## src/rtl/id_ex_stage_buf.sv

```systemverilog
// ID/EX elastic pipeline stage: a main entry M feeding execute plus a skid entry S,
// so that in_ready is a registered signal. Also provides a synchronous flush and a saturating stall counter.
module id_ex_stage_buf #(
  parameter int DATA_W   = 32,
  parameter int ALUOP_W  = 8,
  parameter int ALUSEL_W = 3,
  parameter int ADDR_W   = 5,
  parameter int CNT_W    = 16
) (
  input  logic                clk,
  input  logic                rst,
  input  logic                flush,
  input  logic                in_valid,
  output logic                in_ready,
  input  logic [ALUOP_W-1:0]  aluop_in,
  input  logic [ALUSEL_W-1:0] alusel_in,
  input  logic [DATA_W-1:0]   op1_in,
  input  logic [DATA_W-1:0]   op2_in,
  input  logic [ADDR_W-1:0]   dest_in,
  input  logic                wreg_in,
  input  logic [DATA_W-1:0]   pc_in,
  input  logic                dslot_in,
  output logic                out_valid,
  input  logic                out_ready,
  output logic [ALUOP_W-1:0]  aluop_out,
  output logic [ALUSEL_W-1:0] alusel_out,
  output logic [DATA_W-1:0]   op1_out,
  output logic [DATA_W-1:0]   op2_out,
  output logic [ADDR_W-1:0]   dest_out,
  output logic                wreg_out,
  output logic [DATA_W-1:0]   pc_out,
  output logic                dslot_out,
  output logic [CNT_W-1:0]    stall_cnt
);

  localparam int PW = ALUOP_W + ALUSEL_W + 3 * DATA_W + ADDR_W + 2;

  logic [PW-1:0]    in_bundle;
  logic [PW-1:0]    m_data_reg, m_data_next;
  logic [PW-1:0]    s_data_reg, s_data_next;
  logic             m_valid_reg, m_valid_next;
  logic             s_valid_reg, s_valid_next;
  logic             in_ready_reg, in_ready_next;
  logic [CNT_W-1:0] cnt_reg, cnt_next;
  logic             accept, drain;

  assign in_bundle = {aluop_in, alusel_in, op1_in, op2_in, dest_in, wreg_in, pc_in, dslot_in};
  assign {aluop_out, alusel_out, op1_out, op2_out, dest_out, wreg_out, pc_out, dslot_out} = m_data_reg;

  assign in_ready  = in_ready_reg;
  assign out_valid = m_valid_reg;
  assign stall_cnt = cnt_reg;

  assign accept = in_valid && in_ready_reg;
  assign drain  = m_valid_reg && out_ready;

  always_comb begin
    m_valid_next = m_valid_reg;
    m_data_next  = m_data_reg;
    s_valid_next = s_valid_reg;
    s_data_next  = s_data_reg;
    if (flush) begin
      m_valid_next = 1'b0;
      m_data_next  = '0;
      s_valid_next = 1'b0;
      s_data_next  = '0;
    end else if (!m_valid_reg || drain) begin
      if (s_valid_reg) begin
        m_valid_next = 1'b1;
        m_data_next  = s_data_reg;
        s_valid_next = accept;
        s_data_next  = accept ? in_bundle : '0;
      end else if (accept) begin
        m_valid_next = 1'b1;
        m_data_next  = in_bundle;
      end else begin
        // Empty M always shows an all-zero payload, so wreg_out reads as a NOP.
        m_valid_next = 1'b0;
        m_data_next  = '0;
      end
    end else if (accept) begin
      s_valid_next = 1'b1;
      s_data_next  = in_bundle;
    end
  end

  assign in_ready_next = !s_valid_next;

  always_comb begin
    cnt_next = cnt_reg;
    if (m_valid_reg && !out_ready && (cnt_reg != {CNT_W{1'b1}}))
      cnt_next = cnt_reg + 1'b1;
  end

  always_ff @(posedge clk) begin
    if (rst) begin
      m_valid_reg  <= 1'b0;
      m_data_reg   <= '0;
      s_valid_reg  <= 1'b0;
      s_data_reg   <= '0;
      in_ready_reg <= 1'b1;
      cnt_reg      <= '0;
    end else begin
      m_valid_reg  <= m_valid_next;
      m_data_reg   <= m_data_next;
      s_valid_reg  <= s_valid_next;
      s_data_reg   <= s_data_next;
      in_ready_reg <= in_ready_next;
      cnt_reg      <= cnt_next;
    end
  end

endmodule

```

## config.mk

```make
export PLATFORM = sky130hd
export DESIGN_NAME = id_ex_stage_buf
export DESIGN_NICKNAME = d
export VERILOG_FILES = /design/src/rtl/id_ex_stage_buf.sv
export SDC_FILE = /design/constraint.sdc
export NUM_CORES = 1
export LEC_CHECK = 0
export ABC_AREA = 1
export CAP_MARGIN = 40
export CORE_MARGIN = 2
export CORE_UTILIZATION = 50
export CTS_CLUSTER_DIAMETER = 50
export CTS_CLUSTER_SIZE = 30
export DETAILED_ROUTE_END_ITERATION = 10
export HOLD_SLACK_MARGIN = 0.05
export MAX_ROUTING_LAYER = met4
export PLACE_DENSITY = 0.87
export SYNTH_ARGS = -nofsm -noshare
export SYNTH_HDL_FRONTEND = slang
export SYNTH_SLANG_ARGS = --single-unit
```

## constraint.sdc

```tcl
create_clock -name clk -period 1.85 [get_ports clk]
set_input_delay 0.185 -clock clk [delete_from_list [all_inputs] [get_ports clk]]
set_output_delay 0.185 -clock clk [all_outputs]
set_load 0.02 [all_outputs]
```

==> results of run 1 <==
==> worst reg2reg max path: stages, from the launching register on <==
cell and delay, ns:
dfxtp_1 0.41, ha_1 0.26, inv_1 0.06, nor2_1 0.19, nand4_2 0.37, a21oi_1 0.26, nor2_1 0.06
==> final cells by class <==
class / instances / area [µm²]
diodes: 1 / 2.50
fillers: 1590 / 6140
clock buffers: 28 / 636
well taps: 270 / 338
clock inverters: 16 / 251
inverters: 128 / 487
repair buffers: 284 / 2990
multi-input cells: 1043 / 4440
flip-flops and latches: 247 / 4940
==> synthesized netlist by cell type (2+ instances only) <==
cell type  count
nand2_1      616
dfxtp_1      247
nor2_1       163
inv_1        124
a21oi_1      123
a31oi_1      115
clkbuf_1      45
buf_2         42
nand3_1       12
buf_4          8
buf_1          4
nor2_4         4
inv_2          3
nand4_1        2
nor2_2         2
o21ai_0        2
==> kinds of logic after synthesis <==
logic type               Yosys count  share of synthesized area (%)
AO/OA/AOI/OAI                    240                           13.0
adder cells (fa/ha/maj)            1                          0.121
buffers and inverters            228                           9.16
flip-flops                       247                           47.9
AND/OR/NAND/NOR                  802                           29.8
==> worst max path at each step <==
stage                     end         start  cells past startpoint
2_1_floorplan   stall_cnt[15]  stall_cnt[0]                      7
3_3_place_gp    stall_cnt[13]     out_ready                      8
3_5_place_dp   s_data_reg[62]     out_ready                      7
4_1_cts          stall_cnt[6]  stall_cnt[6]                      1
5_1_grt          stall_cnt[4]  stall_cnt[0]                      6
6_report         stall_cnt[4]  stall_cnt[4]                      1
==> routing by layer <==
metal	up-vias	routed length, µm	track usage, %
met1	4849	11900	33.9
met5	-	0	-
met3	69	2480	4.20
li1	5174	-	-
met2	518	13900	43.7
met4	0	861	9.18
==> through the flow <==
stage	TNS (ns)	cell area (µm²)	instances	util (%)
floorplan	0	10300	1518	-
global placement	0	13200	1972	65.2
detailed placement	0	13200	1972	65.2
CTS	0	14100	2016	69.6
global route	-0.0547	14100	2017	69.6
finish	0	14100	2017	69.6
==> power by group through the flow <==
stage | logic, W | clock network, W | registers [W]
floorplan | 0.000459 | 0 | 0.00565
global placement | 0.00109 | 0 | 0.00558
detailed placement | 0.00111 | 0 | 0.00558
CTS | 0.00111 | 0.00543 | 0.00546
global route | 0.00121 | 0.00563 | 0.00546
finish | 0.00111 | 0.00535 | 0.00546
==> flow_metrics.py, run 1 <==
metrics = {
    "route": {
        "drtPass1Iterations": 7,
        "drt.antenna.violating_nets": 0,
        "wl_per_cell_um": 14.5,
        "vias": 10610,
        "drc": 0,
        "drtIter0Drc": 775,
        "via_per_inst": 5.26,
        "totalWireLength_mm": 29.2,
    },
    "synth": {
        "seq_area_frac_synth_pct": 47.9,
        "syn_nets": 1638,
        "ys_types": 22,
        "synth_flop_cell": "dfxtp_1",
        "synth_area_leader_cell": "dfxtp_1",
        "synth_cells": 1518,
        "ys_seq_elements": 247,
        "synthTopCellsByArea": "dfxtp_1, nand2_1, a31oi_1",
        "synth_area_per_cell_um2": 6.80,
        "synth-edff-count": 0,
        "synth_area_um2": 10300,
        "synth_top_area_share_pct": 47.9,
        "yosys_warnings": 0,
        "synthArstFlopShare_pct": 0,
    },
    "cts": {
        "clk_latency_ns": 0.53,
        "cts_sinks": 247,
        "cts_resized": 1,
        "clk_path_buf_depth": 3,
        "cts_buffers": 24,
        "cts-root-buf": "clkbuf_16",
        "post-cts-setup-buffers": 0,
        "cts.clk_slew.worst_paths_ns": 0.07,
        "cts_tree": "built",
        "hold_buffers": 0,
        "htree_num_levels": 1,
    },
    "worst_hold_path": {
        "whs_path_depth": 5,
        "hp-class": "in -> reg",
        "hp-start": "op2_in[27]",
        "min_delay_worst_endpoint": "s_data_reg[66]",
    },
    "critical_path": {
        "regToRegSetupSlack_ns": 0.13,
        "crit_arrival_ns": 1.63,
        "crit_family": "buffers and inverters",
        "start_kind": "register",
        "r2r_cells": 6,
        "required_ns": 1.66,
        "timing.rr.end": "stall_cnt[15]",
        "regToRegStartpoint": "stall_cnt[0]",
        "worstSetupPathType": "reg -> out",
        "crit_path_cell_trace": "clkdlybuf4s50_1",
        "cp_max_fo": 5,
        "path_buf_inv": 1,
        "end_kind": "output port",
        "slowest_delay_ns": 0.66,
        "cpMaxStageDelayCell": "clkdlybuf4s50_1",
    },
    "sta": {
        "rsz0062_at_grt": "yes",
        "fmaxAchievable_mhz": 552,
        "slew_violations": 0,
        "setup_ws_ns": 0.0387,
        "worst_pin_slew_ns": 0.512,
        "setup_viol_count_final": 0,
        "hold_violations": 0,
        "maxSlewHeadroom_pct": 65.8,
        "post-route-period-util_pct": 97.9,
        "period_needed_ns": 1.81,
        "hold_ws_ns": 0.294,
        "finClkSkew_ns": 0.0227,
    },
    "global_routing": {
        "grt_overflow": 0,
        "grt_pass1_vias": 9988,
        "grt_pass1_wl_mm": 47.6,
        "grt_max_degree": 77,
        "grt_usage_pct": 26.7,
        "antenna_found_initial": 1,
    },
    "power_and_ir_drop": {
        "p_sw_w": 0.00298,
        "p_leak_nw": 5.26,
        "p_sw_share_pct": 25.0,
        "pwr-share-comb_pct": 9.3,
        "p_total_w": 0.0119,
        "intPower_w": 0.00894,
        "p_per_area_nw_per_um2": 846,
        "seqPwrFrac_pct": 45.8,
        "peakVddDrop_mv": 0.750,
        "p_clk_share_pct": 44.9,
    },
    "placement": {
        "gp_congestion": 0.893,
        "dpl.hpwl_mm": 19.1,
        "pre_cts_ws_ns": 0.0427,
        "numPortBuffers": 250,
    },
    "finish": {
        "final_common_cell": "nand2_1",
        "drive_above_1_share_pct": 5.04,
        "layout_common_cells": "nand2_1, dfxtp_1, clkdlybuf4s50_1",
        "finalNetCount": 1848,
        "syn_to_final_growth_pct": 36.5,
    },
    "floorplan": {
        "rows": 52,
        "core_um2": 20200,
        "start_util_pct": 51.0,
        "ioPinCount": 251,
        "die-area_um2": 21800,
        "die_h_um": 148,
        "die_w_um": 148,
    },
    "outcome": {
        "status": "complete, no violations",
    },
    "flow_run": {
        "max-cap-violations": 0,
    },
}
Note: power is estimated with default switching activity, not from simulation.
==> run 2: changes to the inputs <==
- CAP_MARGIN: 40 -> default
- CELL_PAD_IN_SITES_DETAIL_PLACEMENT: default -> 0
- CELL_PAD_IN_SITES_GLOBAL_PLACEMENT: default -> 2
- CORE_UTILIZATION: 50 -> 27
==> run 2 against run 1 <==
Against the previous run: total power up 12%; worst setup slack better by 0.031 ns; die area up 83%; sequential cell count unchanged; first-iteration DRC count down 25%; sequential power about the same; utilization down 31 points; via count down 3.8%; clock skew down 0.0041 ns; combinational power about the same; cell count up 13%; critical endpoint is now stall_cnt[3]; largest cell class unchanged.
==> flow_metrics.py, run 2 (synthesized netlist as in run 1, its figures left out) <==
metrics = {
    "critical_path": {
        "cp_max_fo": 6,
        "slowest_delay_ns": 0.66,
        "cpMaxStageDelayCell": "clkdlybuf4s50_1",
        "regToRegSetupSlack_ns": 0.28,
        "path_buf_inv": 1,
        "cp-startpoint": "stall_cnt[3]",
        "cp_num_cells": 1,
        "crit_arrival_ns": 1.60,
        "regToRegStartpoint": "out_valid",
        "start_kind": "register",
        "crit_family": "buffers and inverters",
        "end_kind": "output port",
        "cp-endpoint": "stall_cnt[3]",
        "worstSetupPathType": "reg -> out",
        "required_ns": 1.66,
        "r2r_cells": 7,
        "timing.rr.end": "s_data_reg[33]",
        "crit_path_cell_trace": "clkdlybuf4s50_1",
    },
    "route": {
        "drc": 0,
        "drt.antenna.violating_nets": 0,
        "drtPass1Iterations": 4,
        "vias": 10212,
        "totalWireLength_mm": 33.5,
        "drtIter0Drc": 581,
        "via_per_inst": 4.48,
        "wl_per_cell_um": 14.7,
    },
    "sta": {
        "slew_violations": 0,
        "setup_viol_count_final": 0,
        "fmaxAchievable_mhz": 562,
        "rsz0062_at_grt": "no",
        "finClkSkew_ns": 0.0186,
        "post-route-period-util_pct": 96.3,
        "setup-tns-final_ns": 0,
        "worst_pin_slew_ns": 0.550,
        "period_needed_ns": 1.78,
        "hold_violations": 0,
        "maxSlewHeadroom_pct": 63.3,
    },
    "finish": {
        "finalNetCount": 1859,
        "layout_common_cells": "nand2_1, dfxtp_1, clkdlybuf4s50_1",
        "drive_above_1_share_pct": 6.06,
        "utilization_pct": 39.0,
        "fillers": 3975,
        "syn_to_final_growth_pct": 42.3,
        "final_common_cell": "nand2_1",
    },
    "floorplan": {
        "die_w_um": 200,
        "rows": 71,
        "start_util_pct": 27.4,
        "ioPinCount": 251,
        "die-area_um2": 39800,
        "die_h_um": 200,
        "core_um2": 37700,
    },
    "worst_hold_path": {
        "hp-class": "in -> reg",
    },
    "cts": {
        "cts_buffers": 34,
        "htree_num_levels": 2,
        "cts_sinks": 247,
        "cts_tree": "built",
        "clk_path_buf_depth": 3,
        "hold_buffers": 0,
        "cts-root-buf": "clkbuf_16",
        "post-cts-setup-buffers": 0,
        "cts.clk_slew.worst_paths_ns": 0.06,
        "clk_latency_ns": 0.51,
        "cts_resized": 0,
    },
    "global_routing": {
        "antenna_found_initial": 1,
        "grt_pass1_vias": 9908,
        "grt_max_degree": 71,
        "grt_usage_pct": 17.1,
        "grt_overflow": 0,
        "grt_pass1_wl_mm": 53.1,
    },
    "placement": {
        "gp_congestion": 0.808,
        "dpl.hpwl_mm": 21.5,
        "numPortBuffers": 250,
    },
    "outcome": {
        "status": "complete, no violations",
    },
    "power_and_ir_drop": {
        "p_per_area_nw_per_um2": 911,
        "peakVddDrop_mv": 0.438,
        "p_leak_nw": 5.46,
    },
    "flow_run": {
        "max-cap-violations": 0,
    },
}
[run 2: cell count changes in the layout (fill, tap and decap cells not counted), moves of 2 or more]
cell	before	now
clkinvlp_4	1	3
clkdlybuf4s50_1	246	244
clkinv_8	5	1
clkbuf_16	24	34
dlymetal6s2s_1	3	6
inv_6	3	12
inv_8	3	0
clkinv_4	0	2
[run 2: metal layers]
metal,track usage [%],part of all wire [%]
met2,26.4,44
met4,4.69,2.1
met3,2.95,5.9
met5,-,0
met1,23.1,48
[run 2: area by class of cell]
| cell class | instances | area (µm²) | area share, % |
|---|---|---|---|
| tap | 511 | 639 | 4.35 |
| antenna | 1 | 2.50 | 0.0170 |
| inverter | 128 | 488 | 3.32 |
| clock inverter | 24 | 288 | 1.96 |
| timing repair buffer | 285 | 3010 | 20.4 |
| multi-input combinational | 1043 | 4440 | 30.2 |
| sequential | 247 | 4940 | 33.6 |
| clock buffer | 38 | 886 | 6.03 |
[run 2: power breakdown]
group / switching, W / internal [W]
logic: 0.000613 / 0.000524
registers: 0.0000587 / 0.00541
clock network: 0.00268 / 0.00411
total: 0.00335 / 0.0100
[run 2: metrics by stage]
step	hold WS [ns]	setup WS [ns]	std cells	power, W	cell area (µm²)
floorplan	0.398	0.259	1518	0.00611	10300
global placement	0.448	0.0358	2214	0.00673	13500
detailed placement	0.452	0.0100	2214	0.00673	13500
CTS	0.292	0.0238	2276	0.0136	14700
global route	0.332	0.0124	2277	0.0140	14700
finish	0.316	0.0693	2277	0.0134	14700
[run 2: worst min-delay path by stage]
| stage | start | end | slack [ns] | depth (start not counted) |
|---|---|---|---|---|
| after floorplan | rst | stall_cnt[1] | 0.40 | 3 |
| after global placement | s_data_reg[111] | s_data_reg[111] | 0.45 | 2 |
| after detailed placement | s_data_reg[104] | s_data_reg[104] | 0.45 | 2 |
| after CTS | op2_in[27] | s_data_reg[66] | 0.29 | 5 |
| after global routing | op1_in[4] | s_data_reg[75] | 0.33 | 5 |
| final | op2_in[27] | s_data_reg[66] | 0.32 | 5 |
